$ cat src/rtl/bc_broadcast_buffer_pkg.sv
// rtl/bc_broadcast_buffer_pkg.sv - shared types and defaults for the lane broadcast buffer (BC_BUF_REPLAY_EN adds the REPLAY state)
package bc_broadcast_buffer_pkg;

    localparam int ELEN       = 64;
    localparam int BcBufDepth = 8;
    localparam int BcLenWidth = 16;

    typedef logic [ELEN-1:0] elen_t;

    typedef struct packed {
        logic [BcLenWidth-1:0] len;
        logic [7:0]            rep;
    } bc_cmd_t;

    typedef enum logic [1:0] {
        BC_IDLE,
        BC_STREAM
`ifdef BC_BUF_REPLAY_EN
        , BC_REPLAY
`endif
    } bc_state_e;

endpackage

$ cat src/rtl/bc_broadcast_buffer_ring.sv
// rtl/bc_broadcast_buffer_ring.sv - Depth x elen_t ring storage with wr/rd pointers, count, full/empty
module bc_buf_ring
    import bc_broadcast_buffer_pkg::*;
#(
    parameter int Depth = BcBufDepth
) (
    input  logic  clk_i,
    input  logic  rst_ni,
    input  logic  clr,
    input  logic  push,
    input  elen_t wdata,
    input  logic  pop,
    input  logic  keep,
    input  logic  rewind,
    output elen_t rdata,
    output logic  full,
    output logic  empty
);

    localparam int AW = $clog2(Depth);
    localparam logic [AW:0] DepthC = (AW+1)'(Depth);

    elen_t         mem [Depth];
    logic [AW-1:0] wr_ptr;
    logic [AW-1:0] rd_ptr;
    logic [AW:0]   count;
    logic          free;

    // A pop only frees its slot when the entries are not being retained for replay
    assign free  = pop && !keep;
    assign rdata = mem[rd_ptr];
    assign full  = (count == DepthC);
    assign empty = (count == '0);

    // Storage write; contents need no reset since validity is tracked by count
    always_ff @(posedge clk_i) begin
        if (push) begin
            mem[wr_ptr] <= wdata;
        end
    end

    // Pointer and occupancy tracking; pointers wrap naturally at the power-of-two depth
    always_ff @(posedge clk_i or negedge rst_ni) begin
        if (!rst_ni) begin
            wr_ptr <= '0;
            rd_ptr <= '0;
            count  <= '0;
        end else if (clr) begin
            wr_ptr <= '0;
            rd_ptr <= '0;
            count  <= '0;
        end else begin
            if (push) begin
                wr_ptr <= wr_ptr + 1'b1;
            end
            if (rewind) begin
                rd_ptr <= '0;
            end else if (pop) begin
                rd_ptr <= rd_ptr + 1'b1;
            end
            if (push && !free) begin
                count <= count + 1'b1;
            end else if (!push && free) begin
                count <= count - 1'b1;
            end
        end
    end

endmodule

$ cat src/rtl/bc_broadcast_buffer.sv
// rtl/bc_broadcast_buffer.sv - lane broadcast chain transmit buffer; optional replay via BC_BUF_REPLAY_EN
module bc_broadcast_buffer
    import bc_broadcast_buffer_pkg::*;
#(
    parameter int NrLanes  = 4,
    parameter int Depth    = BcBufDepth,
    parameter int LenWidth = BcLenWidth
) (
    input  logic                clk_i,
    input  logic                rst_ni,
    input  logic                cmd_valid_i,
    output logic                cmd_ready_o,
    input  logic [LenWidth-1:0] cmd_len_i,
    input  logic [7:0]          cmd_rep_i,
    input  logic                src_valid_i,
    output logic                src_ready_o,
    input  elen_t               src_data_i,
    output logic                bc_valid_o,
    input  logic                bc_ready_i,
    output elen_t               bc_data_o,
    output logic                busy_o,
    output logic                done_o
);

    if (NrLanes < 1 || Depth < 2 || (Depth & (Depth - 1)) != 0) begin : g_param_check
        $error("bc_broadcast_buffer: NrLanes must be >=1 and Depth a power of two >=2");
    end

    bc_state_e           state_q, state_d;
    logic [LenWidth-1:0] len_q;
    logic [LenWidth-1:0] rx_cnt;
    logic [LenWidth-1:0] tx_cnt;
    logic                done_q;
    logic                cmd_fire, push, bc_fire, last_tx, final_tx;
    logic                keep, rewind, ring_full, ring_empty;
    elen_t               ring_rdata;

    assign cmd_ready_o = (state_q == BC_IDLE);
    assign busy_o      = (state_q != BC_IDLE);
    assign done_o      = done_q;
    assign cmd_fire    = cmd_valid_i && cmd_ready_o;
    assign push        = src_valid_i && src_ready_o;
    assign bc_fire     = bc_valid_o && bc_ready_i;
    assign last_tx     = bc_fire && (tx_cnt == len_q - LenWidth'(1));
    assign bc_data_o   = bc_valid_o ? ring_rdata : '0;

`ifdef BC_BUF_REPLAY_EN
    localparam logic [LenWidth-1:0] DepthL = LenWidth'(Depth);
    logic       keep_q;
    logic [7:0] pass_cnt;

    assign keep        = keep_q;
    assign rewind      = last_tx && keep_q;
    assign src_ready_o = (state_q == BC_STREAM) && (rx_cnt < len_q)
                         && (keep_q ? (rx_cnt < DepthL) : !ring_full);
    assign bc_valid_o  = ((state_q == BC_STREAM) && (keep_q ? (tx_cnt < rx_cnt) : !ring_empty))
                         || (state_q == BC_REPLAY);
    assign final_tx    = last_tx && ((state_q == BC_STREAM) ? !keep_q : (pass_cnt == 8'd1));

    // Replay bookkeeping: whether this command replays and how many passes remain
    always_ff @(posedge clk_i or negedge rst_ni) begin
        if (!rst_ni) begin
            keep_q   <= 1'b0;
            pass_cnt <= '0;
        end else if (cmd_fire) begin
            keep_q   <= (cmd_rep_i != '0) && (cmd_len_i != '0) && (cmd_len_i <= DepthL);
            pass_cnt <= cmd_rep_i;
        end else if (state_q == BC_REPLAY && last_tx) begin
            pass_cnt <= pass_cnt - 8'd1;
        end
    end
`else
    logic unused_rep;

    assign unused_rep  = ^cmd_rep_i;
    assign keep        = 1'b0;
    assign rewind      = 1'b0;
    assign src_ready_o = (state_q == BC_STREAM) && (rx_cnt < len_q) && !ring_full;
    assign bc_valid_o  = (state_q == BC_STREAM) && !ring_empty;
    assign final_tx    = last_tx;
`endif

    bc_buf_ring #(
        .Depth(Depth)
    ) u_ring (
        .clk_i (clk_i),
        .rst_ni(rst_ni),
        .clr   (cmd_fire),
        .push  (push),
        .wdata (src_data_i),
        .pop   (bc_fire),
        .keep  (keep),
        .rewind(rewind),
        .rdata (ring_rdata),
        .full  (ring_full),
        .empty (ring_empty)
    );

    // State register
    always_ff @(posedge clk_i or negedge rst_ni) begin
        if (!rst_ni) begin
            state_q <= BC_IDLE;
        end else begin
            state_q <= state_d;
        end
    end

    // Next-state: a zero-length command never leaves IDLE
    always_comb begin
        state_d = state_q;
        case (state_q)
            BC_IDLE: begin
                if (cmd_fire && cmd_len_i != '0) begin
                    state_d = BC_STREAM;
                end
            end
            BC_STREAM: begin
                if (last_tx) begin
`ifdef BC_BUF_REPLAY_EN
                    state_d = keep_q ? BC_REPLAY : BC_IDLE;
`else
                    state_d = BC_IDLE;
`endif
                end
            end
`ifdef BC_BUF_REPLAY_EN
            BC_REPLAY: begin
                if (final_tx) begin
                    state_d = BC_IDLE;
                end
            end
`endif
            default: state_d = BC_IDLE;
        endcase
    end

    // Command latch, element counters and the completion pulse
    always_ff @(posedge clk_i or negedge rst_ni) begin
        if (!rst_ni) begin
            len_q  <= '0;
            rx_cnt <= '0;
            tx_cnt <= '0;
            done_q <= 1'b0;
        end else begin
            done_q <= (cmd_fire && cmd_len_i == '0) || final_tx;
            if (cmd_fire) begin
                len_q  <= cmd_len_i;
                rx_cnt <= '0;
                tx_cnt <= '0;
            end else begin
                if (push) begin
                    rx_cnt <= rx_cnt + LenWidth'(1);
                end
                if (last_tx) begin
                    tx_cnt <= '0;
                end else if (bc_fire) begin
                    tx_cnt <= tx_cnt + LenWidth'(1);
                end
            end
        end
    end

endmodule
$ cat config.mk
export PLATFORM = sky130hd
export DESIGN_NAME = bc_broadcast_buffer
export DESIGN_NICKNAME = d
export VERILOG_FILES = /design/src/rtl/bc_broadcast_buffer_pkg.sv /design/src/rtl/bc_broadcast_buffer_ring.sv /design/src/rtl/bc_broadcast_buffer.sv
export SDC_FILE = /design/constraint.sdc
export NUM_CORES = 1
export LEC_CHECK = 0
export ABC_AREA = 1
export CORE_MARGIN = 4
export CORE_UTILIZATION = 40
export CTS_BUF_LIST = sky130_fd_sc_hd__clkbuf_8
export CTS_CLUSTER_SIZE = 25
export DETAILED_ROUTE_END_ITERATION = 16
export GPL_ROUTABILITY_DRIVEN = 0
export RECOVER_POWER = 50
export SLEW_MARGIN = 0
export SYNTH_ARGS = -nofsm -noshare
export SYNTH_HDL_FRONTEND = slang
export SYNTH_SLANG_ARGS = --single-unit
$ cat constraint.sdc
create_clock -name clk_i -period 5.7 [get_ports clk_i]
set_clock_uncertainty 0.1 [all_clocks]
set_input_delay 0.855 -clock clk_i [delete_from_list [all_inputs] [get_ports clk_i]]
set_output_delay 0.855 -clock clk_i [all_outputs]
set_load 0.005 [all_outputs]
==> results of run 1 <==
state kept, by name, indices dropped and copies added (netlist names):
register	count
u_ring.mem	512
len_q	16
rx_cnt	16
tx_cnt	16
u_ring.count	4
u_ring.rd_ptr	3
u_ring.wr_ptr	3
done_o	1
state_q	1
cell usage in the layout, fill, tap and decap left out, drive strengths merged, types with 32 or more instances in the layout:
cell type / n
inv: 144
clkinv: 32
dfrtp: 60
dlygate4sd3: 67
o21ai: 353
o22ai: 64
nand2: 162
xor2: 34
edfxtp: 512
a31oi: 66
nand3: 48
clkdlybuf4s50: 85
clkbuf: 100
nor2: 432
worst min-delay path by stage:
stage	from	to	slack, ps	depth (start not counted)
6_report	rx_cnt[5]	rx_cnt[5]	440	2
2_1_floorplan	rx_cnt[5]	rx_cnt[5]	380	2
3_5_place_dp	rx_cnt[5]	rx_cnt[5]	420	2
4_1_cts	rst_ni	tx_cnt[4]	230	2
5_1_grt	tx_cnt[15]	tx_cnt[15]	480	2
3_3_place_gp	rx_cnt[5]	rx_cnt[5]	420	2
worst reg2reg max path: stages (launching register included):
cell and delay (ps):
dfrtp_1 470, inv_1 90, ha_1 320, nand2_1 70, inv_1 40, o21ai_0 140
nand2_1 100, a21oi_1 130, nand4_1 150, nor2_1 110, clkbuf_1 560, nand2_1 440
nor2_4 760, buf_12 340
cell families after synthesis:
kind of cell | Yosys count | share of synthesized area [%]
buf+inv | 220 | 3.56
xor+xnor | 43 | 1.57
compound gates | 506 | 11.4
flops | 572 | 70.6
simple gates | 684 | 11.7
fa+ha+maj | 23 | 1.23
synthesized netlist by cell type:
cell type,count,area (µm²)
o31ai_1,7,52.6
nand3b_1,2,15.0
nor3_2,1,10.0
xnor2_1,9,78.8
o22ai_1,64,400
ha_1,22,275
nor2_2,4,25.0
o21ai_0,353,1770
buf_6,1,11.3
buf_4,1,7.51
fa_1,1,20.0
nand4_1,17,106
a21oi_1,13,65.1
dfrtp_1,60,1500
clkbuf_1,94,353
o211ai_1,1,7.51
nor2_1,426,1600
nand3_4,2,35.0
nand2_4,1,11.3
clkinv_1,1,3.75
nand2_1,161,604
nor4_1,7,43.8
nand3_2,4,40.0
a21o_1,1,7.51
inv_2,2,7.51
nor3_1,13,65.1
nor2_4,2,22.5
inv_1,100,375
nor3b_1,1,7.51
a31oi_1,66,413
xor2_1,34,298
buf_1,10,37.5
nand3_1,42,210
a211oi_1,1,7.51
and3_1,1,6.26
edfxtp_1,512,15400
buf_2,11,55.1
cell type report:
cell class	instances	area (µm²)	area share, %
multi-input cells	1256	6260	22.3
diodes	10	25.0	0.0889
inverters	103	397	1.41
flip-flops and latches	572	16900	60.0
clock buffers	97	1340	4.74
well taps	773	967	3.44
repair buffers	185	1880	6.68
clock inverters	76	402	1.43
power by group through the flow:
stage	combinational [mW]	clock, mW	sequential (mW)
final	4.53	3.30	5.02
after global placement	4.54	0	5.10
after floorplan	2.55	0	4.97
after CTS	4.62	3.41	5.02
after global routing	5.06	3.60	5.05
after detailed placement	4.58	0	5.11
metrics by stage:
step	total power, mW	cell area, µm²	instances	hold slack (ps)
3_5_place_dp	9.69	26400	2889	424
6_report	12.9	28200	3072	441
2_1_floorplan	7.51	23900	2048	378
4_1_cts	13.1	28100	3062	226
3_3_place_gp	9.64	26400	2889	424
5_1_grt	13.7	28100	3066	483
per-layer routing:
layer / track usage [%] / share of wire, % / wire length, µm / vias to the layer above
met5: 0 / 0.022 / 13 / -
li1: - / - / - / 7675
met4: 5.39 / 2.1 / 1230 / 2
met3: 3.88 / 4.8 / 2880 / 108
met2: 30.7 / 48 / 28700 / 398
met1: 24.4 / 45 / 26500 / 7945
==> results.sh, run 1 <==
export IMPL_status="finished with violations"
export IMPL_violations="max-capacitance violations, max-slew violations"
export IMPL_syn_num_nets=2164
export IMPL_r2r_slack_ps=1530
export IMPL_crit_chain="inv_6, buf_4, o21ai_0, o22ai_1, o21ai_0, a31oi_1, clkdlybuf4s50_1"
export IMPL_internal_power_mw=8.31
export IMPL_cts_hold_buf=0
export IMPL_fin_tns_setup_ps=0
export IMPL_cp_top_family="buffers and inverters"
export IMPL_worstSetupPathType="register to output pin"
export IMPL_fillerInstances=5240
export IMPL_via_per_inst=5.25
export IMPL_cts_num_sinks=572
export IMPL_worstPathArrival_ps=3840
export IMPL_path_max_fanout=117
export IMPL_htreeDepth=3
export IMPL_start_util_pct=40.5
export IMPL_clk_pin_slew_ps=60
export IMPL_postRouteAntennaNets=0
export IMPL_route_detailed_drc=0
export IMPL_p_sw_share_pct=35.3
export IMPL_slowest_stage="dfrtp_4"
export IMPL_relSlewSlack_pct=-127
export IMPL_r2r_end="u_ring.mem[4][32]"
export IMPL_p_leak_nw=10.0
export IMPL_critical_path_endpoint="bc_data_o[63]"
export IMPL_path_depth=7
export IMPL_worst_slew_pin_slew_ps=3400
export IMPL_fin_util_pct=47.6
export IMPL_finalCritPeriodShare_pct=84.1
export IMPL_io_pins=162
export IMPL_ys_warn_count=0
export IMPL_fmax_mhz=209
export IMPL_fin_nets=2329
export IMPL_vias=16100
export IMPL_cap_violations=2
export IMPL_drtIter0Drc=1258
export IMPL_grt_pass1_vias=16000
export IMPL_drtPass1Iterations=7
export IMPL_critPathLaunchType="register"
export IMPL_root_buffer="clkbuf_8"
export IMPL_syn_area_per_cell_um2=11.7
export IMPL_cts_buffers_inserted=95
export IMPL_setup_viol=0
export IMPL_clock_power_share_pct=25.7
export IMPL_power_density_nw_per_um2=457
export IMPL_ff2ff_path_depth=13
export IMPL_fin_crit_ps=4790
export IMPL_rsz0062_at_grt="false"
export IMPL_crit_start="u_ring.rd_ptr[0]"
export IMPL_clk_latency_ps=670
export IMPL_cts_repair_resized=0
export IMPL_worst_slack_ps=906
export IMPL_endpoint_kind="output pin"
export IMPL_cpPeakStageDelay_ps=690
export IMPL_routed_wl_mm=59.4
export IMPL_crit_top_cell="o21ai_0"
export IMPL_syn_to_final_growth_pct=17.7
export IMPL_clock_path_buffers=3
export IMPL_die_area_um2=63800
export IMPL_grt_use_total_pct=18.4
export IMPL_synth_seq_area_share_pct=70.6
export IMPL_synth_distinct_cells=37
export IMPL_coreArea_um2=59100
export IMPL_io_buffers=153
export IMPL_critPathBufInv=3
export IMPL_syn_area_um2=23900
export IMPL_cts_tree="yes"
export IMPL_peakVddDrop_v=0.000256
export IMPL_drive_gt1_share_pct=7.78
export IMPL_grt_max_degree=118
export IMPL_cts_setup_buffers=0
export IMPL_antenna_found_initial=13
export IMPL_r2r_start="len_q[9]"
export IMPL_syn_inst=2048
export IMPL_place_ws_ps=1510
export IMPL_die_w_um=253
export IMPL_wl_per_cell_um=19.3
export IMPL_row_count=89
export IMPL_synth_seq_cells=572
export IMPL_grt_pass1_wl_mm=91.5
export IMPL_worstPathRequired_ps=4740
export IMPL_finalHoldViolCount=0
export IMPL_die_y_um=253
export IMPL_power_share_sequential_pct=39.1
export IMPL_hold_class="register to register"
export IMPL_dp_hpwl_mm=32.1
export IMPL_maxSlewViolCount=108
export IMPL_overflow=0
export IMPL_combPwrFrac_pct=35.2
export IMPL_net_switching_power_mw=4.54
No activity file was read; power rests on OpenSTA's default activity.
==> run 2, diff against run 1 <==
Clock period 5.7 ns to 5 ns, I/O delays scaled along.
==> results.sh, run 2 (synthesis gave the netlist of run 1 again) <==
export IMPL_net_switching_power_mw=5.21
export IMPL_worst_slack_ps=744
export IMPL_status="finished with violations"
export IMPL_coreArea_um2=59100
export IMPL_grt_max_degree=169
export IMPL_largest_reg_flops=512
export IMPL_cts_setup_buffers=0
export IMPL_maxSlewViolCount=110
export IMPL_setup_viol=0
export IMPL_via_per_inst=5.24
export IMPL_fmax_mhz=235
export IMPL_grt_pass1_wl_mm=91.7
export IMPL_clk_latency_ps=680
export IMPL_crit_chain="buf_4, o21ai_0, o22ai_1, o21ai_0, a31oi_1, clkdlybuf4s50_1"
export IMPL_die_y_um=253
export IMPL_root_buffer="clkbuf_8"
export IMPL_p_total_mw=14.8
export IMPL_place_ws_ps=1090
export IMPL_critPathBufInv=2
export IMPL_row_count=89
export IMPL_route_detailed_drc=0
export IMPL_crit_top_cell="o21ai_0"
export IMPL_die_w_um=253
export IMPL_finalHoldViolCount=0
export IMPL_violations="max-capacitance violations, max-slew violations"
export IMPL_cts_repair_resized=0
export IMPL_power_share_sequential_pct=37.9
export IMPL_worst_slew_pin_slew_ps=1890
export IMPL_io_buffers=153
export IMPL_grt_pass1_vias=15800
export IMPL_cap_violations=3
export IMPL_fin_tns_setup_ps=0
export IMPL_endpoint_kind="output pin"
export IMPL_fin_crit_ps=4260
export IMPL_post_dp_cell_area_um2=26400
export IMPL_io_pins=162
export IMPL_cts_num_sinks=572
export IMPL_p_sw_share_pct=35.2
export IMPL_relSlewSlack_pct=-26.2
export IMPL_cp_top_family="buffers and inverters"
export IMPL_worstPathArrival_ps=3410
export IMPL_peakVddDrop_v=0.000413
export IMPL_top_register="u_ring.mem"
export IMPL_internal_power_mw=9.56
export IMPL_r2r_start="len_q[9]"
export IMPL_cpPeakStageDelay_ps=750
export IMPL_grt_use_total_pct=18.4
export IMPL_dp_hpwl_mm=31.8
export IMPL_cts_buffers_inserted=95
export IMPL_routed_wl_mm=59.3
export IMPL_clock_power_share_pct=26.1
export IMPL_drtPass1Iterations=5
export IMPL_drive_gt1_share_pct=7.74
export IMPL_power_density_nw_per_um2=523
export IMPL_drtIter0Drc=1159
export IMPL_slowest_stage="buf_4"
export IMPL_antenna_found_initial=18
export IMPL_path_max_fanout=89
export IMPL_hold_class="register to register"
export IMPL_cts_tree="yes"
export IMPL_clk_pin_slew_ps=60
export IMPL_hp_start="rx_cnt[5]"
export IMPL_worstSetupPathType="register to output pin"
export IMPL_wl_per_cell_um=19.3
export IMPL_combPwrFrac_pct=36.0
export IMPL_layout_common_cells="512 x edfxtp_1, 418 x nor2_1, 353 x o21ai_0, 161 x nand2_1, 129 x inv_1"
export IMPL_die_area_um2=63800
export IMPL_finalCritPeriodShare_pct=85.1
export IMPL_fin_nets=2328
export IMPL_worstPathRequired_ps=4150
export IMPL_clock_path_buffers=3
export IMPL_crit_start="u_ring.rd_ptr[0]"
export IMPL_final_common_cell="edfxtp_1"
export IMPL_postRouteAntennaNets=0
export IMPL_syn_to_final_growth_pct=18.1
export IMPL_vias=16100
export IMPL_p_leak_nw=10.0
export IMPL_htreeDepth=3
export IMPL_design_area_um2=28200
export IMPL_rsz0062_at_grt="false"
export IMPL_critPathLaunchType="register"
export IMPL_start_util_pct=40.5
export IMPL_overflow=0
[run 2: cell count changes in the layout (fill, tap and decap cells not counted), moves of 3 or more]
cell,previous run,this run
inv_8,3,0
diode_2,10,13
buf_12,10,13
inv_1,133,129
buf_4,19,14
clkinv_8,0,3
[run 2: area by class of cell]
cell class	instances	area [µm²]
fillers	5250	30900
well taps	773	967
flip-flops and latches	572	16900
diodes	13	32.5
repair buffers	184	1910
inverters	103	397
multi-input cells	1256	6260
clock buffers	98	1350
clock inverters	74	434
[run 2: timing repair]
item,in CTS,in global routing
endpoints found under the hold margin,26,0
setup endpoints to repair,0,0
hold buffers,1,0
[run 2: power groups by stage]
stage	logic, mW	registers [mW]	clock network [mW]
after global placement	5.33	5.68	0
after global routing	5.92	5.62	4.18
after detailed placement	5.40	5.69	0
final	5.32	5.60	3.85
after floorplan	2.90	5.66	0
after CTS	5.43	5.60	3.95
[run 2: metal layers]
layer | vias up | part of all wire, % | track usage, % | wire, µm
met2 | 436 | 48 | 30.1 | 28300
li1 | 7684 | - | - | -
met3 | 110 | 6.2 | 4.09 | 3660
met1 | 7864 | 44 | 25.0 | 26000
met5 | - | 0.062 | 0 | 37
met4 | 6 | 2.1 | 5.42 | 1270
[run 2: worst paths after layout]
check	end	slack, ps	cells past startpoint
min in group asynchronous	len_q[7]	910	2
max reg2reg	u_ring.mem[2][61]	1110	12
max in group asynchronous	u_ring.rd_ptr[0]	1160	3
min	rx_cnt[5]	430	2
max	bc_data_o[5]	740	6
min reg2reg	rx_cnt[5]	430	2
[run 2: worst min-delay path, cell delays in order (launching register included)]
cell and delay (ps):
dfrtp_1 370, nand2_1 60, o21ai_0 70
[run 2: metrics by stage]
step	util (%)	std cells	hold WS (ps)
floorplan	-	2048	354
global placement	44.7	2887	420
detailed placement	44.7	2887	421
CTS	47.7	3060	435
global route	47.7	3065	486
finish	47.8	3073	431
